<file path="src/rtl/fft_twiddle_sequencer.sv">
// ============================================================================
// Module   : fft_twiddle_sequencer
// Purpose  : Walks all 5 stages x 16 butterflies of a 32-point radix-2 DIF FFT.
//            Each butterfly gets its sample addresses and its W32^k twiddle,
//            with both twiddle words in sign-magnitude form.
// Revision : 1.0 - initial release
// ============================================================================
`default_nettype none

module fft_twiddle_sequencer #(
  parameter int WEIGHT_BITS = 12,
  parameter int ADDR_BITS   = 5
) (
  input  logic                   clk,
  input  logic                   rst_n,
  input  logic                   start,
  input  logic                   out_ready,
  output logic                   out_valid,
  output logic [2:0]             stage,
  output logic [3:0]             bfly_idx,
  output logic [ADDR_BITS-1:0]   addr_top,
  output logic [ADDR_BITS-1:0]   addr_bot,
  output logic [WEIGHT_BITS-1:0] tw_re,
  output logic [WEIGHT_BITS-1:0] tw_im,
  output logic                   busy,
  output logic                   done
);

  typedef enum logic [1:0] {
    ST_IDLE = 2'd0,
    ST_RUN  = 2'd1,
    ST_DONE = 2'd2
  } state_t;

  localparam logic [2:0] c_last_stage = 3'd4;
  localparam logic [3:0] c_last_bfly  = 4'd15;

  state_t r_state;
  state_t w_state_next;

  logic                   w_load;
  logic                   w_clear;
  logic                   w_xfer;
  logic                   w_last;
  logic [2:0]             w_ld_stage;
  logic [3:0]             w_ld_j;

  logic [2:0]             r_stage;
  logic [3:0]             r_j;
  logic [ADDR_BITS-1:0]   r_top;
  logic [ADDR_BITS-1:0]   r_bot;
  logic [WEIGHT_BITS-1:0] r_tw_re;
  logic [WEIGHT_BITS-1:0] r_tw_im;

  logic [4:0]             w_span;
  logic [3:0]             w_mask;
  logic [3:0]             w_p;
  logic [3:0]             w_k;
  logic [4:0]             w_top;
  logic [4:0]             w_bot;
  logic [10:0]            w_re_mag;
  logic [10:0]            w_im_mag;
  logic                   w_re_sign;
  logic                   w_im_sign;

  // Quarter-wave magnitude of cos(2*pi*i/32), i = 0..8.
  function automatic logic [10:0] mag(input logic [3:0] i);
    case (i)
      4'd0:    mag = 11'b11111111111;
      4'd1:    mag = 11'b11111011000;
      4'd2:    mag = 11'b11101100100;
      4'd3:    mag = 11'b11010100111;
      4'd4:    mag = 11'b10110101000;
      4'd5:    mag = 11'b10001110010;
      4'd6:    mag = 11'b01100010000;
      4'd7:    mag = 11'b00110001111;
      default: mag = 11'b00000000000;
    endcase
  endfunction

  assign w_xfer = (r_state == ST_RUN) && out_ready;
  assign w_last = (r_stage == c_last_stage) && (r_j == c_last_bfly);

  always_ff @(posedge clk or negedge rst_n) begin
    if (!rst_n) begin
      r_state <= ST_IDLE;
    end else begin
      r_state <= w_state_next;
    end
  end

  always_comb begin
    w_state_next = r_state;
    w_load       = 1'b0;
    w_clear      = 1'b0;
    w_ld_stage   = r_stage;
    w_ld_j       = r_j;
    case (r_state)
      ST_IDLE: begin
        if (start) begin
          w_state_next = ST_RUN;
          w_load       = 1'b1;
          w_ld_stage   = 3'd0;
          w_ld_j       = 4'd0;
        end
      end
      ST_RUN: begin
        if (w_xfer) begin
          if (w_last) begin
            w_state_next = ST_DONE;
            w_clear      = 1'b1;
          end else begin
            w_load     = 1'b1;
            w_ld_j     = r_j + 4'd1;
            w_ld_stage = (r_j == c_last_bfly) ? r_stage + 3'd1 : r_stage;
          end
        end
      end
      ST_DONE: begin
        w_state_next = ST_IDLE;
      end
      default: begin
        w_state_next = ST_IDLE;
      end
    endcase
  end

  // Top address is j with a zero bit inserted at the span position.
  always_comb begin
    w_span = 5'd16 >> w_ld_stage;
    w_mask = w_span[3:0] - 4'd1;
    w_p    = w_ld_j & w_mask;
    w_top  = {w_ld_j & ~w_mask, 1'b0} | {1'b0, w_p};
    w_bot  = w_top + w_span;
    w_k    = w_p << w_ld_stage;
  end

  // Second quadrant mirrors the first: 16-k wraps to -k in four bits.
  always_comb begin
    w_re_mag  = (w_k <= 4'd8) ? mag(w_k) : mag(4'd0 - w_k);
    w_im_mag  = (w_k <= 4'd8) ? mag(4'd8 - w_k) : mag(w_k - 4'd8);
    w_re_sign = (w_k > 4'd8) && (|w_re_mag);
    w_im_sign = (w_k != 4'd0) && (|w_im_mag);
  end

  always_ff @(posedge clk or negedge rst_n) begin
    if (!rst_n) begin
      r_stage <= '0;
      r_j     <= '0;
      r_top   <= '0;
      r_bot   <= '0;
      r_tw_re <= '0;
      r_tw_im <= '0;
    end else if (w_clear) begin
      r_stage <= '0;
      r_j     <= '0;
      r_top   <= '0;
      r_bot   <= '0;
      r_tw_re <= '0;
      r_tw_im <= '0;
    end else if (w_load) begin
      r_stage <= w_ld_stage;
      r_j     <= w_ld_j;
      r_top   <= w_top;
      r_bot   <= w_bot;
      r_tw_re <= {w_re_sign, w_re_mag};
      r_tw_im <= {w_im_sign, w_im_mag};
    end
  end

  assign out_valid = (r_state == ST_RUN);
  assign busy      = (r_state != ST_IDLE);
  assign done      = (r_state == ST_DONE);
  assign stage     = r_stage;
  assign bfly_idx  = r_j;
  assign addr_top  = r_top;
  assign addr_bot  = r_bot;
  assign tw_re     = r_tw_re;
  assign tw_im     = r_tw_im;

endmodule

`default_nettype wire

</file>
<file path="config.mk">
export PLATFORM = sky130hd
export DESIGN_NAME = fft_twiddle_sequencer
export DESIGN_NICKNAME = d
export VERILOG_FILES = /design/src/rtl/fft_twiddle_sequencer.sv
export SDC_FILE = /design/constraint.sdc
export NUM_CORES = 1
export LEC_CHECK = 0
export ABC_CLOCK_PERIOD_IN_PS = 4700
export CAP_MARGIN = 20
export CORE_ASPECT_RATIO = 1.1
export CORE_MARGIN = 10
export CORE_UTILIZATION = 42
export DETAILED_ROUTE_END_ITERATION = 8
export GPL_ROUTABILITY_DRIVEN = 0
export HOLD_SLACK_MARGIN = 0.1
export RECOVER_POWER = 25
export SYNTH_ARGS = -nofsm -noshare
export SYNTH_HDL_FRONTEND = slang
export SYNTH_SLANG_ARGS = --single-unit
</file>
<file path="constraint.sdc">
create_clock -name clk -period 4.7 [get_ports clk]
set_clock_uncertainty 0.05 [all_clocks]
set_input_delay 0.705 -clock clk [delete_from_list [all_inputs] [get_ports clk]]
set_output_delay 0.705 -clock clk [all_outputs]
set_load 0.05 [all_outputs]
</file>
* After elaboration in Yosys (flattened, before gate mapping) *
Memory sizes are Yosys's and may differ from the RTL's.
Index checks and enable logic that the tools add are counted.

word-level totals
  output and inout port bits = 44
  register bits = 43
  RAM bits = 0
  memories = 4
  input port bits = 4
  bits in latches = 0
  ROM bits = 352

operators by class
  multipliers = 0
  shift operators = 2
  muxes and demuxes = 38
  div/mod/pow operators = 0
  reduce and logical (&&, ||, !) cells = 11
  $add $sub $neg = 7
  equal/unequal tests = 7
  bitwise operators = 4
  order comparisons = 2

memories
  memory           words  width  rd ports  clocked after memory_dff  write ports  RTL line  source
  (no name shown)  8      11     1         0                         0            68        case (i)
  (no name shown)  8      11     1         0                         0            68
  (no name shown)  8      11     1         0                         0            68
  (no name shown)  8      11     1         0                         0            68

operator list
  kind                   number
  $mux W11               6
  $mux W12               4
  $reduce_or A11 Y1      2
  $mux W4                5
  $mux W5                4
  $mux W3                6
  $and A4 B4 Y4          2
  $pmux W4 S2            1
  $mux W1                6
  $mux W2                3
  $pmux W3 S2            1
  $add A5 B5 Y5          1
  $or A5 B4 Y5           1
  $shr A5 B3 Y5 const A  1
  $add A4 B1 Y4 const B  1
  $eq A4 B4 Y1 const B   1
  $gt A4 B4 Y1 const B   1
  $le A4 B4 Y1 const B   1
  $logic_and A1 B1 Y1    4
  $ne A2 B1 Y1 const B   2
  $not A4 Y4             1
  $pmux W2 S2            1
  $reduce_bool A2 Y1     2
  $reduce_bool A4 Y1     1
  other kinds (13)       13

* Depth between registers and ports, before layout *
Gate-level depths: netlist (run 1).
An unclocked memory read counts as a cell.

  depth after elaboration = 17
  gate-level depth with buffers = 17
  mapped depth without buffers = 14

* Worst setup path before layout (run 1) *
Ideal clock, no wire load.

  kind = register -> register
  start point = register r_j[0], in the netlist bfly_idx[0]
  end point = register r_tw_im[11], in the netlist tw_im[11]
  setup time = 121 ps
  stages on the path, launching flop included = 17
  path buffers = 4
  required time = 4529 ps
  period minus slack after synthesis = 3910 ps
  slack = 790 ps
  arrival time = 3739 ps
  cells stage by stage = dfrtp_1 ha_1 buf_2 nand4b_1 o311ai_4 and2_1 buf_6 nand2_2 nor3_4 inv_2 buf_2 ha_1 clkbuf_1 o31a_1 o21ai_1 o2111ai_1 a22o_1

between the ends
  longest elaborated chain between the ends = 17

RTL lines
  item                                            RTL line  source
  start: declaration                              49        logic [3:0] r_j;
  start signal: assignment                        163       r_j <= w_ld_j;
  $eq A4 B4 Y1                                    82, 115
  $mux W3 or $logic_and A1 B1 Y1 (tied branches)  115, 82
  $mux W3                                         109       if (w_last) begin
  $mux W3                                         108       if (w_xfer) begin
  $pmux W3 S2                                     98        case (r_state)
  $shr A5 B3 Y5                                   130       w_span = 5'd16 >> w_ld_stage;
  $sub A4 B1 Y4                                   131       w_mask = w_span[3:0] - 4'd1;
  $and A4 B4 Y4                                   132       w_p = w_ld_j & w_mask;
  $shl A4 B3 Y4                                   135       w_k = w_p << w_ld_stage;
  $sub A4 B4 Y4                                   141       w_im_mag = (w_k <= 4'd8) ? mag(4'd8 - w_k) : mag(w_k - 4'd8);
  $mem_v2 Z8 W11                                  --
  $mux W11                                        68
  $mux W11                                        141
  $reduce_or A11 Y1                               143       w_im_sign = (w_k != 4'd0) && (|w_im_mag);
  $logic_and A1 B1 Y1                             143
  $mux W12                                        161       end else if (w_load) begin
  $mux W12                                        154       end else if (w_clear) begin
  end signal: assignment                          167       r_tw_im <= {w_im_sign, w_im_mag};
  end: declaration                                53        logic [WEIGHT_BITS-1:0] r_tw_im;

Several ways; a longest one is shown, not always the timed one. The select of a mux whose other input is x is not followed.
A chain may end at the register's enable or synchronous reset.

* Final worst setup path (run 1) *
  start point = input port out_ready
  end point = register r_tw_re[7], in the netlist tw_re[7]

between the ends
  longest elaborated chain between the ends = 13

RTL lines
  item                     RTL line  source
  start: declaration       17        input logic out_ready,
  $logic_and A1 B1 Y1 (*)  81        assign w_xfer = (r_state == ST_RUN) && out_ready;
  $mux W3                  108
  $pmux W3 S2              98
  $shr A5 B3 Y5            130
  $sub A4 B1 Y4            131
  $and A4 B4 Y4            132
  $shl A4 B3 Y4            135
  $sub A1 B4 Y4            140       w_re_mag = (w_k <= 4'd8) ? mag(w_k) : mag(4'd0 - w_k);
  $mem_v2 Z8 W11           --
  $mux W11                 68
  $mux W11                 140
  $mux W12                 161
  $mux W12                 154
  end signal: assignment   166       r_tw_re <= {w_re_sign, w_re_mag};
  end: declaration         52        logic [WEIGHT_BITS-1:0] r_tw_re;

Every way passes the cells marked *; elsewhere a longest branch is shown, timed or not. The select of a mux whose other input is x is not followed.

==> metrics.yaml, run 1 <==
period_needed_ns: 4.10
min_from: "addr_bot[1]$_DFFE_PN0P_"
die_height_um: 113
drt_iter0_markers: 112
ios: 48
synthFlopType: "dfrtp_1"
clkSlewWorstSetupHoldPaths_ns: 0.08
arrival_ns: 4.24
postRouteWirelength_um: 9780
cts_tree: "yes"
grt.total_usage_pct: 16.7
clk_latency_ns: 0.30
nFillCells: 739
synthToLayoutAreaGrowth_pct: 20.0
port_buffers: 47
path_max_fanout: 11
cts_buffers: 5
syn-cell-area_um2: 3290
crit_path_start_kind: "input pin"
cts_max_level: 2
slew_viol_final: 44
fin_crit_sh_pct: 87.3
violations: "capacitance limit, slew limit"
hold_class: "reg -> reg"
fin_nets: 446
slowest_delay_ns: 0.66
cts_sinks: 43
cts_resized: 0
final-setup-viol-count: 0
synth_edf_count: 0
drive_above_1_share_pct: 10.2
rows: 33
start_util_pct: 43.5
grt_pass1_wl_um: 16700
die_x_um: 104
overflow: 0
startpoint: "out_ready"
critical_path.top_delay_family: "compound AO/OA/AOI/OAI gates"
end_kind: "register"
ys.warnings.count: 0
synthCells: 389
final_area_um2: 3950
dr.pass1.iters: 5
ant_nets: 0
ys_ff_latch: 43
core_area_um2: 7560
tightest_slew_ns: 2.31
timing.fmax_ghz: 0.244
synth-seq-area-share_pct: 32.7
dp_hpwl_um: 7200
cp_cell_sequence: "clkdlybuf4s50_1, nand4b_1, o311ai_4, and2_1, nand2_1, a21o_1, ha_1, buf_4, xnor2_1, mux2_1, nor2b_1, a21oi_1, o21ai_1"
async_reset_ff_share_pct: 100
worstPathRequired_ns: 4.83
timing.hold.ws_ns: 0.430
drc: 0
syn-num-nets: 406
path_class: "in -> reg"
root_buffer: "clkbuf_8"
status: "finished, violations left"
place_area_um2: 3860
synth.avg_cell_area_um2: 8.45
setup_tns_ns: 0
finalHoldViolCount: 0
cp_num_buf_inv: 2
via_per_inst: 6.01
first_global_vias: 3168
cts_buffer_depth: 2
rsz0062_at_grt: "no"
slowest_stage: "clkdlybuf4s50_1"
synth_cell_types: 81
routed-via-count: 3213
rr_startpoint: "stage[0]$_DFFE_PN0P_"
fp.dieArea_um2: 11800
grt_max_degree: 44
drv_cap: 1
postCtsSetupBuffers: 0
hold_buffers: 0
antenna_found_initial: 0
routedWlPerCell_um: 18.3
num_antenna_cells: 0
slew_headroom_pct: -54.2
==> final timing paths <==
path | cells past startpoint | end | slack [ns]
min in group asynchronous | 1 | bfly_idx[0]$_DFFE_PN0P_ | 1.04
max in group asynchronous | 1 | tw_im[11]$_DFFE_PN0P_ | 2.24
max | 13 | tw_re[7]$_DFFE_PN0P_ | 0.60
max reg2reg | 14 | tw_re[7]$_DFFE_PN0P_ | 0.74
min | 2 | addr_bot[1]$_DFFE_PN0P_ | 0.43
min reg2reg | 2 | addr_bot[1]$_DFFE_PN0P_ | 0.43
==> final cells by class <==
type / count / area [um2] / area share [%]
Timing Repair Buffer: 62 / 577 / 14.6
Clock buffer: 6 / 72.6 / 1.84
Inverter: 11 / 41.3 / 1.05
Sequential cell: 43 / 1080 / 27.3
Clock inverter: 2 / 12.5 / 0.317
Tap cell: 105 / 131 / 3.33
Multi-Input combinational cell: 306 / 2030 / 51.6
==> cell usage in the layout (no fill, tap or decap), types with 3 or more instances in the layout <==
cell type	instances
a21oi_1	24
xnor2_1	3
a21o_1	5
nor3_1	4
nand4_1	4
nor2b_1	5
dfrtp_1	43
inv_1	8
a32oi_1	5
nor2_1	26
buf_4	15
o21ai_1	9
nand2_2	3
o211ai_1	4
a211oi_1	5
a22oi_1	4
inv_2	3
a22o_1	15
ha_1	12
nand3_1	8
a31oi_1	3
o21ai_0	34
nand2_1	52
nand2b_1	4
o22ai_1	10
clkdlybuf4s50_1	46
and2_1	5
clkbuf_8	5
==> stage by stage <==
step / instances / util, % / setup WS [ns]
after CTS: 535 / 52.2 / 0.658
after global placement: 526 / 51.0 / 0.362
after detailed placement: 527 / 51.1 / 0.356
final: 535 / 52.2 / 0.598
after global routing: 535 / 52.2 / 0.339
after floorplan: 389 / - / 0.790
==> worst reg2reg max path: cells and delay by family (launching register included) <==
kind	cells	cell delay, ns
adder cells (fa/ha/maj)	2	0.71
multiplexers	1	0.35
AND/OR/NAND/NOR	3	0.56
buffers and inverters	2	0.31
flip-flops	1	0.46
XOR/XNOR	1	0.14
AO/OA/AOI/OAI	5	1.27
==> sequential cells by signal, indices dropped and copies added (netlist names) <==
register  count
addr_bot      5
tw_re        12
tw_im        12
addr_top      5
stage         3
bfly_idx      4
r_state       2
==> cell families (layout without fill, tap and decap cells) <==
| kind of cell | after synthesis | after routing | share of synthesized area, % |
|---|---|---|---|
| AO/OA/AOI/OAI | 152 | 152 | 32.8 |
| AND/OR/NAND/NOR | 130 | 130 | 19.9 |
| flip-flops | 43 | 43 | 32.7 |
| buffers and inverters | 40 | 81 | 5.52 |
| adder cells (fa/ha/maj) | 14 | 14 | 5.48 |
| XOR/XNOR | 6 | 6 | 2.17 |
| multiplexers | 3 | 3 | 1.33 |
| other | 1 | 1 | 0.114 |
==> layer usage <==
metal | global-route usage (%) | up-vias | part of all wire [%]
met5 | 0 | - | 0
met4 | 7.52 | 0 | 3.1
met3 | 3.35 | 20 | 6.7
met2 | 28.3 | 127 | 50
met1 | 19.9 | 1537 | 41
li1 | - | 1529 | -
==> Yosys cell counts (8+ instances only) <==
library cell / n / share of area, %
clkbuf_1: 13 / 1.5
o21ai_0: 34 / 5.2
dfrtp_1: 43 / 33
buf_2: 13 / 2.0
a21oi_1: 24 / 3.7
inv_1: 8 / 0.91
nor2_1: 26 / 3.0
o22ai_1: 10 / 1.9
nand2_1: 52 / 5.9
o21ai_1: 9 / 1.4
ha_1: 12 / 4.6
a22o_1: 15 / 4.0
nand3_1: 8 / 1.2
Power of run 1 is left out: the tool's default activity adds up to more than one toggle a clock period on the data nets, which glitch-free logic cannot reach.
==> run 2, diff against run 1 <==
--- a/config.mk
+++ b/config.mk
@@ -10,6 +10,7 @@
 export CORE_ASPECT_RATIO = 1.1
 export CORE_MARGIN = 10
 export CORE_UTILIZATION = 42
+export CTS_CLUSTER_SIZE = 16
 export DETAILED_ROUTE_END_ITERATION = 8
 export GPL_ROUTABILITY_DRIVEN = 0
 export HOLD_SLACK_MARGIN = 0.1
==> results of run 2 <==
Same layout as run 1: the final DEF is identical, and so are final timing and power.
Power of run 2 is left out for the same reason.
